<file path="src/rtl/dmem_arbiter.sv">
// dmem_arbiter: two-port data-memory arbiter with round-robin grant and
// read-modify-write sequencing for partial stores. Macro DMEM_ARB_CPU_PRIO_EN.
// Ports: clk, rst_n; port C (c_req/c_we/c_be/c_addr/c_wd -> c_gnt/c_rvalid/c_rd),
// port D (same, d_*), memory side (m_we/m_addr/m_wd <- m_rd), busy.
module dmem_arbiter #(
  parameter int DEPTH_WORDS = 4096
) (
  input  logic        clk,
  input  logic        rst_n,
  input  logic        c_req,
  input  logic        c_we,
  input  logic [3:0]  c_be,
  input  logic [31:0] c_addr,
  input  logic [31:0] c_wd,
  output logic        c_gnt,
  output logic        c_rvalid,
  output logic [31:0] c_rd,
  input  logic        d_req,
  input  logic        d_we,
  input  logic [3:0]  d_be,
  input  logic [31:0] d_addr,
  input  logic [31:0] d_wd,
  output logic        d_gnt,
  output logic        d_rvalid,
  output logic [31:0] d_rd,
  output logic        m_we,
  output logic [31:0] m_addr,
  output logic [31:0] m_wd,
  input  logic [31:0] m_rd,
  output logic        busy
);

  localparam int AW = $clog2(DEPTH_WORDS);

  typedef enum logic {
    IDLE,
    WB
  } state_e;

  state_e      state_q, state_d;
  logic        c_rvalid_q, c_rvalid_d;
  logic        d_rvalid_q, d_rvalid_d;
  logic [31:0] c_rd_q, c_rd_d;
  logic [31:0] d_rd_q, d_rd_d;
  logic [31:0] wb_addr_q, wb_addr_d;
  logic [31:0] wb_data_q, wb_data_d;
  logic [31:0] m_addr_q;

  logic        pick_c;
  logic        s_we;
  logic [3:0]  s_be;
  logic [31:0] s_addr;
  logic [31:0] s_wd;
  logic [31:0] s_waddr;
  logic [31:0] mask;

  logic unused_addr_lsb;
  assign unused_addr_lsb = ^{c_addr[1:0], d_addr[1:0]};

`ifdef DMEM_ARB_CPU_PRIO_EN
  assign pick_c = c_req;
`else
  // last_q = 1 when D was granted most recently
  logic last_q, last_d;

  assign last_d = (c_gnt | d_gnt) ? d_gnt : last_q;

  always_ff @(posedge clk or negedge rst_n) begin
    if (!rst_n) last_q <= 1'b1;
    else        last_q <= last_d;
  end

  assign pick_c = c_req & (~d_req | last_q);
`endif

  assign s_we   = pick_c ? c_we   : d_we;
  assign s_be   = pick_c ? c_be   : d_be;
  assign s_addr = pick_c ? c_addr : d_addr;
  assign s_wd   = pick_c ? c_wd   : d_wd;

  assign s_waddr = {s_addr[31:AW+2], s_addr[AW+1:2], 2'b00};

  assign mask = {{8{s_be[3]}}, {8{s_be[2]}},
                 {8{s_be[1]}}, {8{s_be[0]}}};

  always_comb begin
    state_d    = state_q;
    c_gnt      = 1'b0;
    d_gnt      = 1'b0;
    m_we       = 1'b0;
    m_wd       = 32'h0;
    m_addr     = m_addr_q;
    c_rvalid_d = 1'b0;
    d_rvalid_d = 1'b0;
    c_rd_d     = c_rd_q;
    d_rd_d     = d_rd_q;
    wb_addr_d  = wb_addr_q;
    wb_data_d  = wb_data_q;
    unique case (state_q)
      IDLE: begin
        if (c_req | d_req) begin
          c_gnt  = pick_c;
          d_gnt  = ~pick_c;
          m_addr = s_waddr;
          if (!s_we) begin
            if (pick_c) begin
              c_rd_d     = m_rd;
              c_rvalid_d = 1'b1;
            end else begin
              d_rd_d     = m_rd;
              d_rvalid_d = 1'b1;
            end
          end else if (s_be == 4'hF) begin
            m_we = 1'b1;
            m_wd = s_wd;
          end else if (s_be != 4'h0) begin
            // partial store: merge now, write whole word next cycle
            wb_data_d = (m_rd & ~mask) | (s_wd & mask);
            wb_addr_d = s_waddr;
            state_d   = WB;
          end
        end
      end
      WB: begin
        m_we    = 1'b1;
        m_addr  = wb_addr_q;
        m_wd    = wb_data_q;
        state_d = IDLE;
      end
      default: state_d = IDLE;
    endcase
  end

  always_ff @(posedge clk or negedge rst_n) begin
    if (!rst_n) begin
      state_q    <= IDLE;
      c_rvalid_q <= 1'b0;
      d_rvalid_q <= 1'b0;
      c_rd_q     <= 32'h0;
      d_rd_q     <= 32'h0;
      wb_addr_q  <= 32'h0;
      wb_data_q  <= 32'h0;
      m_addr_q   <= 32'h0;
    end else begin
      state_q    <= state_d;
      c_rvalid_q <= c_rvalid_d;
      d_rvalid_q <= d_rvalid_d;
      c_rd_q     <= c_rd_d;
      d_rd_q     <= d_rd_d;
      wb_addr_q  <= wb_addr_d;
      wb_data_q  <= wb_data_d;
      m_addr_q   <= m_addr;
    end
  end

  assign c_rvalid = c_rvalid_q;
  assign d_rvalid = d_rvalid_q;
  assign c_rd     = c_rd_q;
  assign d_rd     = d_rd_q;
  assign busy     = (state_q == WB);

endmodule
</file>
<file path="config.mk">
export PLATFORM = sky130hd
export DESIGN_NAME = dmem_arbiter
export DESIGN_NICKNAME = d
export VERILOG_FILES = /design/src/rtl/dmem_arbiter.sv
export SDC_FILE = /design/constraint.sdc
export NUM_CORES = 1
export LEC_CHECK = 0
export ABC_CLOCK_PERIOD_IN_PS = 3960
export CAP_MARGIN = 20
export CORE_UTILIZATION = 45
export DETAILED_ROUTE_END_ITERATION = 8
export PLACE_DENSITY = 0.8
export SYNTH_ARGS = -nofsm -noshare
export SYNTH_HDL_FRONTEND = slang
export SYNTH_SLANG_ARGS = --single-unit
</file>
<file path="constraint.sdc">
create_clock -name clk -period 3.96 [get_ports clk]
set_input_delay 0.792 -clock clk [delete_from_list [all_inputs] [get_ports clk]]
set_output_delay 0.792 -clock clk [all_outputs]
set_load 0.02 [all_outputs]
</file>
==> results.yml, run 1 <==
status:
  status: "finished clean"
worst_setup_path:
  cp_cell_sequence: "clkdlybuf4s50_1 > nand2b_4 > nand2_4 > mux2_4 > or3_4 > buf_12 > o21ai_1 > clkdlybuf4s50_1"
  worst_r2r_path_depth: 7
  cp_top_family: "buffers and inverters"
  start_kind: "input pin"
  r2r-start: "last_q"
  crit_slowest_cell: "clkdlybuf4s50_1"
  crit_top_cell: "clkdlybuf4s50_1"
  crit_type: "in -> out"
  r2r_slack_ps: 1470
  cp.required_ps: 3170
  timing.critical_path.arrival_ps: 3140
  worstPathMaxFanout: 13
  slowest_delay_ps: 640
  end_kind: "output port"
  rr_endpoint: "wb_data_q[29]"
  cp.depth: 8
  path_buf_inv: 3
synth:
  syn_nets: 883
  synth_common_cells: "dfrtp_1 (161), nand2_1 (95), o21ai_1 (81), mux2_2 (78), mux2i_1 (65)"
  synth.avg_cell_area_um2: 11.03
  synth-seq-cells: 162
  synth_area_leaders: "dfrtp_1 (52%), mux2_2 (11%), mux2i_1 (8.3%), o21ai_1 (5.2%), nand2_1 (4.6%)"
  synth_edf_count: 0
  ys_async_sr_fraction_pct: 100.0
  synth.distinct_cells: 35
  yosysTopAreaCell: "dfrtp_1"
  synth_ff_type: "dfrtp_1"
  post-synth-top-count-cell: "dfrtp_1"
  synth-seq-area-share_pct: 51.86
  synth_area_um2: 7819
  synth_warnings: 0
  syn_inst: 709
  yosys.area.top_type_share_pct: 51.53
die:
  ios: 308
  design.core.area_um2: 16760
  initial_utilization_pct: 46.65
  fp.dieH_um: 133.8
  die_area_um2: 17910
  die_w_um: 133.8
  row_count: 47
sta:
  fin_skew_ps: 11.55
  min_period_ps: 3934
  hold_viol: 0
  rsz0062_at_grt: "yes"
  slew_violations: 0
  fin_crit_sh_pct: 99.34
  setup_viol_count_final: 0
  tightest_slew_ps: 681.0
  fmax_mhz: 254.2
  slew_headroom_pct: 53.70
  setup_slack_ps: 26.01
placement:
  place_ws_ps: -106.7
  dp_hpwl_um: 15590
  dp.cells: 1215
  placed_area_um2: 11160
  place.port_buffers: 303
  routabilityCongestion: 0.7597
cts:
  clk_pin_slew_ps: 60
  ctsHoldBuffers: 0
  cts_root_buf: "clkbuf_16"
  cts_tree: "yes"
  clock_path_buffers: 2
  htreeDepth: 4
  numCtsBuffers: 17
  postCtsSetupRepairBufs: 0
  cts_sinks: 162
  clock_latency_ps: 420
grt:
  antenna_found_initial: 0
  grt-ovfl-total: 0
  grt_pass1_wl_um: 34960
  grt_pass1_vias: 6836
  grt_max_degree: 111
  grt_usage_pct: 25.21
pwr:
  power_mw: 7.101
  vdd_drop_max_v: 0.0003528
  p_leak_nw: 5.748
  power_density_nw_per_um2: 598.2
route:
  viasPerCell: 5.218
  antenna_left: 0
  wire_per_inst_um: 17.82
  drt-total-wl_um: 22200
  dr_total_vias: 6502
  drt-initial-drc-count: 256
  drc_errors: 0
  dr.pass1.iters: 5
run:
  drv_cap: 0
finish:
  syn_to_final_growth_pct: 51.82
  finalNonFillerCells: 1246
  postLayoutCellArea_um2: 11870
  antenna_cells: 0
  final_nets: 1189
  drive_gt1_share_pct: 15.11
hold_path:
  hold_class: "in -> async"
-- report_power, final --
group	internal [mW]	switching (mW)	total (mW)	leakage, nW
Clock	1.07	0.673	1.74	0.295
Combinational	1.35	1.37	2.72	3.50
Sequential	2.29	0.344	2.64	1.95
Total	4.72	2.38	7.10	5.75
-- through the flow --
step	setup TNS [ps]	hold WS (ps)	util, %
floorplan	0	450.2	-
global placement	-181.5	465.4	66.59
detailed placement	-295.4	471.3	66.59
CTS	0	484.9	70.21
global route	-629.3	239.4	70.82
finish	0	236.0	70.82
-- timing repair --
item | CTS | global route
setup endpoints to repair | 13 | 44
resized for setup | 13 | 29
gates cloned | 0 | 0
-- how the worst max path moves through the flow --
stage | from | endpoint
global placement | d_req | m_wd[0]
finish | d_req | m_wd[21]
detailed placement | c_be[0] | m_wd[0]
floorplan | d_req | m_wd[0]
global route | d_req | m_wd[30]
CTS | c_be[0] | m_wd[19]
-- layout make-up --
cell class              count  area (um^2)
flip-flops and latches    162         4059
inverters                  33        123.9
multi-input cells         465         3362
clock inverters            12        182.7
fillers                  1233         4890
well taps                 220        275.3
clock buffers              18        439.2
repair buffers            336         3428
-- state kept, by name, summed over array words and instances (netlist names) --
signal	count
d_rd	32
c_rd	32
wb_data_q	32
m_addr_q	32
c_rvalid	1
wb_addr_q	30
busy	1
d_rvalid	1
last_q	1
-- cell usage in the layout (no fill, tap or decap), types with 17 or more instances in the layout --
master | netlist | final
o21ai_1 | 81 | 81
dfrtp_1 | 161 | 160
mux2i_1 | 65 | 64
nor2_1 | 31 | 31
clkdlybuf4s50_1 | 0 | 262
buf_4 | 4 | 26
a211oi_1 | 30 | 29
mux2_1 | 18 | 18
nand2_1 | 95 | 95
dlymetal6s2s_1 | 0 | 27
mux2_2 | 78 | 78
a21o_1 | 30 | 30
inv_1 | 33 | 33
clkbuf_16 | 0 | 17
-- cell families after synthesis --
group           count (synthesis)  synth area share [%]
compound gates                159                 12.32
buf+inv                        82                 5.457
mux                           163                 22.52
simple gates                  143                 7.841
flops                         162                 51.86
-- per-layer routing --
metal  up-vias  part of all wire, %  track usage (%)
li1       3098                    -                -
met1      3111                   39            28.94
met2       251                   50            43.58
met3        42                  8.1            8.088
met4         0                  2.7            9.848
met5         -                    0                0
(Power assumes the default switching activity.)
==> inputs of run 2 (changes only) <==
- CORE_MARGIN: not set -> 1
- CTS_CLUSTER_SIZE: not set -> 24
==> results of run 2 <==
The final DEF is identical to that of run 1; final timing and power are the same.
==> inputs of run 3 (changes only) <==
- SLEW_MARGIN: not set -> 20
==> run 3 against run 2 <==
Effect of this change: first-iteration DRC count grew 11%; die area unchanged; utilization fell by 0.15 points; maximum frequency about the same; sequential share of layout area increased by 0.072 points; via count about the same; combinational power about the same; worst setup slack got worse by 2.9 ps; final area is 0.21% lower; worst hold slack improved by 240 ps; cell count is essentially flat; global-route usage unchanged; critical path type unchanged.
==> results.yml, run 3 (synthesized netlist as in run 1, its figures left out) <==
status:
  status: "finished clean"
grt:
  busiest_layer: "met2"
  gr-usage-met1_pct: 28.94
  grt_pass1_vias: 6836
  grt_max_degree: 111
  grt-ovfl-total: 0
  antenna_found_initial: 0
  grt_usage_pct: 25.21
  grt_use_met2_pct: 43.58
  use_met3_pct: 8.088
  grt_pass1_wl_um: 34960
cts:
  clock_path_buffers: 2
  cts_sinks: 162
  htreeDepth: 4
  cts_tree: "yes"
  clk_pin_slew_ps: 60
  clock_latency_ps: 420
  numCtsBuffers: 17
  cts_root_buf: "clkbuf_16"
hold_path:
  hold_class: "in -> async"
die:
  initial_utilization_pct: 46.65
  die_w_um: 133.8
  design.core.area_um2: 16760
  die_area_um2: 17910
  row_count: 47
  fp.dieH_um: 133.8
  ios: 308
worst_setup_path:
  timing.critical_path.arrival_ps: 3140
  cp.required_ps: 3170
  crit_type: "in -> out"
  worstPathMaxFanout: 13
  end_kind: "output port"
  start_kind: "input pin"
finish:
  most-common-layout-cells: "clkdlybuf4s50_1 (262), dfrtp_1 (160), nand2_1 (95)"
  antenna_cells: 0
  final_nets: 1188
  drive_gt1_share_pct: 15.02
  fin_util_pct: 70.68
  finalNonFillerCells: 1245
  syn_to_final_growth_pct: 51.50
  layout.cells.most_common: "clkdlybuf4s50_1"
placement:
  dp_hpwl_um: 15590
  dp.cells: 1215
  place.port_buffers: 303
  routabilityCongestion: 0.7597
pwr:
  vdd_drop_max_v: 0.0003528
  power_density_nw_per_um2: 598.5
  p_leak_nw: 5.736
  power_mw: 7.090
sta:
  fin_crit_sh_pct: 99.42
  min_period_ps: 3937
  slew_headroom_pct: 39.11
  rsz0062_at_grt: "yes"
  fin_skew_ps: 11.26
  hold_viol: 0
  tightest_slew_ps: 913.4
  setup_viol_count_final: 0
  fmax_mhz: 254.0
  slew_violations: 0
  fin_setup_tns_ps: 0
route:
  drt-initial-drc-count: 283
  drt-total-wl_um: 22100
  drc_errors: 0
  dr.pass1.iters: 4
  dr_total_vias: 6505
  viasPerCell: 5.225
  antenna_left: 0
  wire_per_inst_um: 17.75
run:
  drv_cap: 0
-- run 3: changes by cell type in the layout (fill, tap and decap cells not counted) --
cell / change
buf_16: -1
buf_6: -1
clkbuf_8: +1
-- run 3: routing by layer --
metal  up-vias  wire length, um
li1       3094                -
met1      3095             8584
met2       275            10940
met3        41             1944
met4         0              630
met5         -                0
-- run 3: what timing repair did --
| action | in CTS | in global routing |
|---|---|---|
| hold buffers | 0 | 0 |
| setup buffers | 0 | 0 |
| resized for setup | 13 | 29 |
| endpoints found under the setup margin | 13 | 44 |
-- run 3: area by class of cell --
class	count	area, um^2
fill	1238	4915
sequential	162	4059
timing repair buffer	335	3403
multi-input combinational	465	3362
clock buffer	18	439.2
tap	220	275.3
clock inverter	12	182.7
inverter	33	123.9
-- run 3: report_power, final --
group          total, mW  internal (mW)  leakage [nW]  switching (mW)
sequential          2.63           2.29          1.95           0.342
combinational       2.72           1.35          3.49            1.37
clock               1.74           1.07         0.295           0.668
total               7.09           4.71          5.74            2.38
-- run 3: through the flow --
stage / setup WS, ps / hold WS [ps] / instance area, um^2
6_report: 23.12 / 474.1 / 11850
5_1_grt: -69.88 / 500.2 / 11850
4_1_cts: 0.05373 / 484.9 / 11770
3_5_place_dp: -106.7 / 471.3 / 11160
3_3_place_gp: -100.1 / 465.4 / 11160
2_1_floorplan: 985.1 / 450.2 / 7819
-- run 3: worst max-delay path, cell delays in order --
cell	delay, ps
clkdlybuf4s50_1	550
nand2b_4	80
nand2_4	70
mux2_4	300
or3_4	410
buf_12	170
o21ai_1	130
clkdlybuf4s50_1	640
-- run 3: final timing paths --
check / depth (start not counted) / slack (ps) / startpoint / endpoint
worst max-delay path: 8 / 20 / d_req / m_wd[21]
worst min-delay path: 1 / 470 / rst_n / wb_addr_q[9]
worst max register to register: 7 / 1470 / last_q / wb_data_q[29]
worst min register to register: 2 / 480 / wb_addr_q[7] / wb_addr_q[7]
max in group asynchronous: 2 / 2720 / rst_n / m_addr_q[3]
min in group clk: 2 / 480 / wb_addr_q[7] / wb_addr_q[7]
